$ cat config.mk
export PLATFORM = sky130hd
export DESIGN_NAME = vga_fb_scanout
export DESIGN_NICKNAME = d
export VERILOG_FILES = /design/src/rtl/vga_fb_scanout.sv
export SDC_FILE = /design/constraint.sdc
export NUM_CORES = 1
export LEC_CHECK = 0
export BUFFER_PORTS_ARGS = -buffer_cell sky130_fd_sc_hd__buf_2
export CAP_MARGIN = 20
export CORE_MARGIN = 1
export CORE_UTILIZATION = 45
export CTS_BUF_LIST = sky130_fd_sc_hd__clkbuf_8
export DETAILED_ROUTE_END_ITERATION = 12
export PLACE_DENSITY = 0.67
export SYNTH_ARGS = -nofsm -noshare
export SYNTH_HDL_FRONTEND = slang
export SYNTH_SLANG_ARGS = --single-unit
export TNS_END_PERCENT = 1
$ cat constraint.sdc
create_clock -name clk -period 2.8 [get_ports clk]
set_clock_uncertainty 0.05 [all_clocks]
set_input_delay 0.14 -clock clk [delete_from_list [all_inputs] [get_ports clk]]
set_output_delay 0.14 -clock clk [all_outputs]
set_load 0.1 [all_outputs]
$ cat src/rtl/vga_fb_scanout.sv
// VGA scan-out engine: raster timing, frame-buffer read addressing with integer
// upscaling, and RGB332 -> 4:4:4 colour expansion aligned to the BRAM read latency.
module vga_fb_scanout #(
   parameter int H_ACTIVE = 640,
   parameter int H_FP     = 16,
   parameter int H_SYNC   = 96,
   parameter int H_BP     = 48,
   parameter int V_ACTIVE = 480,
   parameter int V_FP     = 10,
   parameter int V_SYNC   = 2,
   parameter int V_BP     = 33,
   parameter int ADDR_W   = 19,
   parameter int RD_LAT   = 2,
   parameter int SYNC_POL = 0
) (
   input  logic              clk,
   input  logic              rst,
   input  logic [1:0]        scale_sel,
   output logic [ADDR_W-1:0] fb_addr,
   input  logic [7:0]        fb_data,
   output logic              vga_hs,
   output logic              vga_vs,
   output logic [3:0]        vga_r,
   output logic [3:0]        vga_g,
   output logic [3:0]        vga_b,
   output logic              active,
   output logic              frame_start
);

   localparam int H_TOTAL = H_ACTIVE + H_FP + H_SYNC + H_BP;
   localparam int V_TOTAL = V_ACTIVE + V_FP + V_SYNC + V_BP;
   localparam int HC_W    = $clog2(H_TOTAL);
   localparam int VC_W    = $clog2(V_TOTAL);
   localparam int PIPE    = RD_LAT + 2;

   localparam logic [HC_W-1:0] H_VIS    = HC_W'(H_ACTIVE);
   localparam logic [HC_W-1:0] HS_START = HC_W'(H_ACTIVE + H_FP);
   localparam logic [HC_W-1:0] HS_END   = HC_W'(H_ACTIVE + H_FP + H_SYNC);
   localparam logic [HC_W-1:0] H_LAST   = HC_W'(H_TOTAL - 1);
   localparam logic [VC_W-1:0] V_VIS    = VC_W'(V_ACTIVE);
   localparam logic [VC_W-1:0] VS_START = VC_W'(V_ACTIVE + V_FP);
   localparam logic [VC_W-1:0] VS_END   = VC_W'(V_ACTIVE + V_FP + V_SYNC);
   localparam logic [VC_W-1:0] V_LAST   = VC_W'(V_TOTAL - 1);

   localparam logic [ADDR_W-1:0] STEP_X1 = ADDR_W'(H_ACTIVE);
   localparam logic [ADDR_W-1:0] STEP_X2 = ADDR_W'(H_ACTIVE / 2);
   localparam logic [ADDR_W-1:0] STEP_X4 = ADDR_W'(H_ACTIVE / 4);

   localparam logic SYNC_LVL = (SYNC_POL != 0);

   logic [HC_W-1:0]   hc_reg, hc_next;
   logic [VC_W-1:0]   vc_reg, vc_next;
   logic [1:0]        s_reg, s_next;
   logic [ADDR_W-1:0] row_base_reg, row_base_next;
   logic [ADDR_W-1:0] fb_addr_reg, fb_addr_next;
   logic [ADDR_W-1:0] row_step, col;
   logic              line_end, row_adv;
   logic              vis0, hs0, vs0, fs0;

   logic [PIPE-1:0]   act_pipe_reg, hs_pipe_reg, vs_pipe_reg, fs_pipe_reg;
   logic [3:0]        r_reg, g_reg, b_reg;

   always_comb begin
      line_end = (hc_reg == H_LAST);
      hc_next  = hc_reg + 1'b1;
      vc_next  = vc_reg;
      if (line_end) begin
         hc_next = '0;
         vc_next = (vc_reg == V_LAST) ? '0 : vc_reg + 1'b1;
      end
   end

   always_comb begin
      vis0 = (hc_reg < H_VIS) && (vc_reg < V_VIS);
      hs0  = (hc_reg >= HS_START) && (hc_reg < HS_END);
      vs0  = (vc_reg >= VS_START) && (vc_reg < VS_END);
      fs0  = (hc_reg == '0) && (vc_reg == '0);
   end

   // Scale only changes at the top-left corner so a frame never mixes mappings.
   always_comb begin
      s_next = s_reg;
      if (fs0) begin
         case (scale_sel)
            2'b01:   s_next = 2'd1;
            2'b10:   s_next = 2'd2;
            default: s_next = 2'd0;
         endcase
      end
   end

   // Row base advances by the scaled line width once every 2^s lines,
   // i.e. when the line just finished is the last of its replicated group.
   always_comb begin
      case (s_reg)
         2'd1: begin
            row_step = STEP_X2;
            row_adv  = vc_reg[0];
         end
         2'd2: begin
            row_step = STEP_X4;
            row_adv  = &vc_reg[1:0];
         end
         default: begin
            row_step = STEP_X1;
            row_adv  = 1'b1;
         end
      endcase
      col           = ADDR_W'(hc_reg >> s_reg);
      row_base_next = row_base_reg;
      if (line_end) begin
         if (vc_reg == V_LAST)
            row_base_next = '0;
         else if (row_adv)
            row_base_next = row_base_reg + row_step;
      end
      fb_addr_next = vis0 ? (row_base_reg + col) : fb_addr_reg;
   end

   always_ff @(posedge clk) begin
      if (rst) begin
         hc_reg       <= '0;
         vc_reg       <= '0;
         s_reg        <= 2'd0;
         row_base_reg <= '0;
         fb_addr_reg  <= '0;
      end else begin
         hc_reg       <= hc_next;
         vc_reg       <= vc_next;
         s_reg        <= s_next;
         row_base_reg <= row_base_next;
         fb_addr_reg  <= fb_addr_next;
      end
   end

   // Stage PIPE-2 of the active pipe lines up with fb_data for the same pixel.
   always_ff @(posedge clk) begin
      if (rst) begin
         act_pipe_reg <= '0;
         fs_pipe_reg  <= '0;
         hs_pipe_reg  <= {PIPE{~SYNC_LVL}};
         vs_pipe_reg  <= {PIPE{~SYNC_LVL}};
         r_reg        <= 4'd0;
         g_reg        <= 4'd0;
         b_reg        <= 4'd0;
      end else begin
         act_pipe_reg <= {act_pipe_reg[PIPE-2:0], vis0};
         fs_pipe_reg  <= {fs_pipe_reg[PIPE-2:0], fs0};
         hs_pipe_reg  <= {hs_pipe_reg[PIPE-2:0], hs0 ? SYNC_LVL : ~SYNC_LVL};
         vs_pipe_reg  <= {vs_pipe_reg[PIPE-2:0], vs0 ? SYNC_LVL : ~SYNC_LVL};
         if (act_pipe_reg[PIPE-2]) begin
            r_reg <= {fb_data[7:5], fb_data[7]};
            g_reg <= {fb_data[4:2], fb_data[4]};
            b_reg <= {fb_data[1:0], fb_data[1:0]};
         end else begin
            r_reg <= 4'd0;
            g_reg <= 4'd0;
            b_reg <= 4'd0;
         end
      end
   end

   assign fb_addr     = fb_addr_reg;
   assign vga_hs      = hs_pipe_reg[PIPE-1];
   assign vga_vs      = vs_pipe_reg[PIPE-1];
   assign active      = act_pipe_reg[PIPE-1];
   assign frame_start = fs_pipe_reg[PIPE-1];
   assign vga_r       = r_reg;
   assign vga_g       = g_reg;
   assign vga_b       = b_reg;

endmodule

==> results of run 1 <==
per-stage QoR:
stage / instance area [µm²] / utilization [%]
after global routing: 4660 / 53.4
after floorplan: 4060 / -
after global placement: 4340 / 49.8
after CTS: 4650 / 53.3
after detailed placement: 4340 / 49.8
final: 4660 / 53.4
synth_stat cells (all sizes together), types with 2 or more instances:
master / count / area, µm²
a2111oi: 2 / 36.3
a21o: 2 / 15.0
nand4: 12 / 81.3
o31ai: 5 / 37.5
and2: 13 / 81.3
a31oi: 3 / 18.8
nor3: 8 / 40.0
nor4: 8 / 56.3
o21ai: 14 / 81.3
nand2: 36 / 135
nand3: 19 / 95.1
nor2b: 11 / 68.8
mux2: 2 / 22.5
dfxtp: 79 / 1580
a21oi: 29 / 145
and4b: 2 / 20.0
ha: 19 / 238
clkbuf: 12 / 45.0
nand3b: 3 / 22.5
nor3b: 4 / 30.0
or2: 7 / 43.8
inv: 15 / 56.3
a22oi: 4 / 30.0
buf: 18 / 116
and3: 14 / 92.6
xnor2: 10 / 87.6
o211ai: 4 / 30.0
a211oi: 9 / 72.6
mux2i: 9 / 103
nor2: 39 / 146
or3: 5 / 31.3
o2bb2ai: 2 / 23.8
or4: 7 / 52.6
and4: 5 / 43.8
nand2b: 7 / 43.8
xor2: 14 / 123
worst min-delay path: stages:
cell	delay [ns]
buf_2	0.10
nand3b_1	0.08
a21oi_1	0.06
report_power, final:
part	switching (mW)	internal, mW
Combinational	0.143	0.0637
Sequential	0.0136	1.14
Clock	0.452	0.422
cells by family after synthesis:
logic type | share of synthesized area (%)
AOI/OAI and AO/OA | 14.1
xor gates and xnor gates | 5.17
adders and majority gates | 6.34
buffers and inverters | 5.36
DFF | 38.9
muxes | 3.08
other | 0.0923
and+or+nand+nor | 26.9
per-layer routing:
metal	track usage (%)	up-vias
li1	-	1732
met1	26.4	1596
met2	33.4	85
met3	4.12	6
met4	7.46	0
met5	0	-
path summary, 6_finish.rpt:
| path | to | slack, ns | depth (start not counted) |
|---|---|---|---|
| hold / removal | s_reg[0] | 0.02 | 3 |
| setup / recovery | row_base_reg[17] | 0.17 | 10 |
| hold reg to reg | hs_pipe_reg[3] | 0.36 | 1 |
| setup reg to reg | row_base_reg[17] | 0.17 | 10 |
area by class of cell:
cell class              instances  share of cell area [%]
clock inverters                 7                    1.72
clock buffers                   9                    2.66
well taps                     108                    2.90
inverters                      15                    1.21
repair buffers                 66                    8.70
flip-flops and latches         79                    34.0
multi-input cells             340                    48.8
repair_timing:
item,in CTS,in global routing
hold endpoints to repair,9,0
endpoints found under the setup margin,0,9
buffers inserted,0,0
hold buffers,10,0
gates resized for setup,0,4
==> reports/results.tsv, run 1 <==
metric	value	unit
drtIter0Drc	163	
track_usage	20.4	%
drv_cap	0	
insertion_delay	0.36	ns
ys_warn_count	0	
fillers	820	
start_util	46.6	%
route.met2.wl	4.24	mm
crit_chain	inv_1, ha_1, ha_1, inv_1, fa_1, nor2b_1, o2111ai_1, and3_2, or4_1, a21oi_1	
syn-mean-instance-area	8.76	µm²
ant_nets	0	
max_freq	380	MHz
routed-via-count	3419	
fin_setup_tns	0	ns
dp_slack	0.122	ns
synth_area	4060	µm²
syn_to_final_growth	14.6	%
globalplace.congestion	0.827	
setup_viol	0	
diodes	0	
crit_family	simple AND/OR/NAND/NOR gates	
irDropWorstVdd	0.282	mV
cts_buffer_depth	2	
first_global_vias	3311	
crit_required	3.04	ns
wirelength	9.02	mm
total_power	2.24	mW
powerDensity	480	nW/µm²
slew_headroom	49.7	%
crit_fanout	8	
post_route_cells_drive_above_1_share	17.8	%
grt_antenna_before_repair	0	
timing.final.crit_share	93.9	%
hold_ws	0.0160	ns
cpPeakStageDelay	0.48	ns
drt-met1-wl	4.27	mm
maxUsedRoutingLayer	met4	
dr.pass1.iters	4	
grt_max_degree	43	
status	completed	
largest_register_ffs	19	
fin_cells	624	
hp-class	input port to flop	
drc	0	
register_area	1580	µm²
dp.cells	598	
die_w	97.0	µm
mostFrequentLayoutCell	dfxtp_1	
synthCells	464	
seq_area_frac_synth	38.9	%
worst_slew_pin_slew	0.755	ns
p_leak	1.92	nW
synth_edf_count	0	
wl_per_cell	14.4	µm
min_period	2.63	ns
worstSetupStartpoint	s_reg[0]	
ys_types	60	
io_buffers	46	
vias_per_cell	5.48	
slowest_stage	or4_1	
hold_viol_final	0	
hpwl	6.18	mm
synth_seq_cells	79	
h-tree-depth	3	
dieArea	9410	µm²
cts_tree	done	
cts_buffers	9	
slew_viol_final	0	
clkSlewWorstSetupHoldPaths	0.09	ns
ctsRootBufferMaster	clkbuf_8	
gr-total-overflow	0	
r2r_start	s_reg[0]	
ys_async_sr_fraction	0	%
startpoint_type	flop	
cp_num_buf_inv	2	
path_class	flop to flop	
wl_met3	431	µm
worstPathArrival	2.87	ns
layout_common_cells	77 x dfxtp_1, 46 x buf_2, 39 x nor2_1	
finalWorstSetupSlack	0.170	ns
die_y	97.0	µm
std_cell_rows	34	
multi_input_comb_area	2270	µm²
ys.flop_type	dfxtp_1	
clock-sinks	79	
nets	543	
holdCritStartpoint	scale_sel[0]	
pin_count	47	
grt_pass1_wl	15.5	mm
synth_nets	496	
core_area	8720	µm²
worst_setup_path_end_kind	flop	
grt_setup_unrepaired	false	
(Power assumes the default switching activity.)
==> run 2, diff against run 1 <==
--- a/config.mk
+++ b/config.mk
@@ -6,12 +6,12 @@
 export NUM_CORES = 1
 export LEC_CHECK = 0
 export BUFFER_PORTS_ARGS = -buffer_cell sky130_fd_sc_hd__buf_2
-export CAP_MARGIN = 20
 export CORE_MARGIN = 1
-export CORE_UTILIZATION = 45
+export CORE_UTILIZATION = 55
 export CTS_BUF_LIST = sky130_fd_sc_hd__clkbuf_8
 export DETAILED_ROUTE_END_ITERATION = 12
-export PLACE_DENSITY = 0.67
+export GPL_TIMING_DRIVEN = 0
+export PLACE_DENSITY = 0.79
 export SYNTH_ARGS = -nofsm -noshare
 export SYNTH_HDL_FRONTEND = slang
 export SYNTH_SLANG_ARGS = --single-unit
==> run 2 against run 1 <==
Against the previous run:
- hold slack better by 0.10 ns
- sequential power about the same
- cell count increased by 1.8%
- combinational power is 5% higher
==> reports/results.tsv, run 2 (synthesis gave the netlist of run 1 again) <==
metric	value	unit
status	completed	
fillers	579	
startpoint_type	flop	
p_int	1.64	mW
mostFrequentLayoutCell	dfxtp_1	
insertion_delay	0.37	ns
wirelength	9.68	mm
track_usage	26.5	%
largest_register_ffs	19	
hpwl	6.63	mm
vias_per_cell	5.75	
cts_buffer_depth	2	
comb_power_share	9.5	%
worst_setup_path_end_kind	flop	
std_cell_rows	30	
drtIter0Drc	183	
p_leak	2.01	nW
grt_pass1_wl	15.7	mm
hp-class	input port to flop	
slew_headroom	55.7	%
worst_slew_pin_slew	0.663	ns
diodes	0	
clkSlewWorstSetupHoldPaths	0.09	ns
met3_usage	4.52	%
drc	0	
ctsRootBufferMaster	clkbuf_8	
cts_buffers	9	
start_util	58.2	%
grt_antenna_before_repair	0	
slew_viol_final	0	
worstPathArrival	2.94	ns
path_class	flop to flop	
syn_to_final_growth	18.3	%
setup_viol	0	
routed-via-count	3650	
multi_input_comb_area	2300	µm²
p_switching	0.645	mW
grt_max_degree	17	
cts_tree	done	
h-tree-depth	3	
grtUsageMet1	33.9	%
layout_common_cells	78 x dfxtp_1, 54 x buf_2, 39 x nor2_1	
hold_ws	0.116	ns
clockPowerShare	40.0	%
gr-total-overflow	0	
power_frac_seq	50.5	%
dieArea	7740	µm²
die_w	88.0	µm
nets	566	
clock-sinks	79	
die_y	88.0	µm
powerDensity	476	nW/µm²
post_route_cells_drive_above_1_share	20.4	%
crit_required	3.05	ns
wl_per_cell	15.2	µm
hold_viol_final	0	
ant_nets	0	
drv_cap	0	
dr.pass1.iters	6	
core_area	6980	µm²
first_global_vias	3410	
timing.final.crit_share	96.3	%
io_buffers	46	
globalplace.congestion	0.861	
switching_share	28.2	%
grt_use_met2	44.9	%
fin_util	68.9	%
register_area	1590	µm²
min_period	2.70	ns
irDropWorstVdd	0.309	mV
max_freq	371	MHz
r2r_setup_slack	0.10	ns
pin_count	47	
crit_fanout	10	
grt-busiest-layer	met2	
==> run 2: cell types whose count changed in the layout (fill, tap and decap cells not counted), moves of 4 or more <==
cell      change
buf_4         -4
buf_6         +4
clkbuf_1     +10
buf_2         +8
==> run 2: per-stage QoR <==
| stage | setup WS, ns | cell area [µm²] | setup TNS, ns | power, mW | instances |
|---|---|---|---|---|---|
| after detailed placement | -0.192 | 4410 | -0.856 | 1.38 | 606 |
| final | 0.104 | 4810 | 0 | 2.29 | 635 |
| after global placement | -0.178 | 4410 | -0.688 | 1.38 | 606 |
| after CTS | 0.0204 | 4760 | 0 | 2.29 | 635 |
| after floorplan | 0.175 | 4060 | 0 | 1.34 | 464 |
| after global routing | -0.0327 | 4810 | -0.0539 | 2.37 | 635 |
==> run 2: final cells by class <==
class	instances	share of cell area [%]
well taps	96	2.50
clock inverters	7	1.82
clock buffers	9	2.58
repair buffers	60	7.63
inverters	15	1.17
plain buffers	29	3.44
flip-flops and latches	79	33.0
multi-input cells	340	47.9
==> run 2: worst paths after layout <==
path	end	depth (start not counted)	from
setup / recovery	row_base_reg[9]	11	s_reg[1]
hold / removal	fb_addr[6]	3	rst
setup reg to reg	row_base_reg[9]	11	s_reg[1]
hold reg to reg	hs_pipe_reg[1]	1	hs_pipe_reg[0]
==> run 2: what timing repair did <==
action                                  in CTS  in global routing
endpoints found under the setup margin       9                 10
pin swaps                                    1                  1
hold buffers                                11                  0
buffers inserted                             2                  1
endpoints found under the hold margin       10                  0
gates resized for setup                      6                 13
==> run 2: per-layer routing <==
metal  wire [µm]  vias to the layer above
met3         564                       13
li1            -                     1788
met2        4550                      129
met4         128                        0
met1        4430                     1720
met5           0                        -
==> run 2: power groups by stage <==
stage	Clock (mW)	Sequential (mW)	Combinational, mW
floorplan	0	1.24	0.0955
global placement	0	1.18	0.198
detailed placement	0	1.18	0.201
CTS	0.925	1.15	0.214
global route	0.982	1.16	0.233
finish	0.916	1.15	0.218
==> run 2: worst max-delay path: stages (launching register included) <==
cell and delay (ns):
dfxtp_1 0.34, clkbuf_4 0.19, inv_2 0.13, ha_2 0.23, inv_1 0.08, ha_1 0.33
nor2b_4 0.15, buf_4 0.12, o21a_1 0.17, o21ai_0 0.19, or4b_1 0.47, a21oi_1 0.17
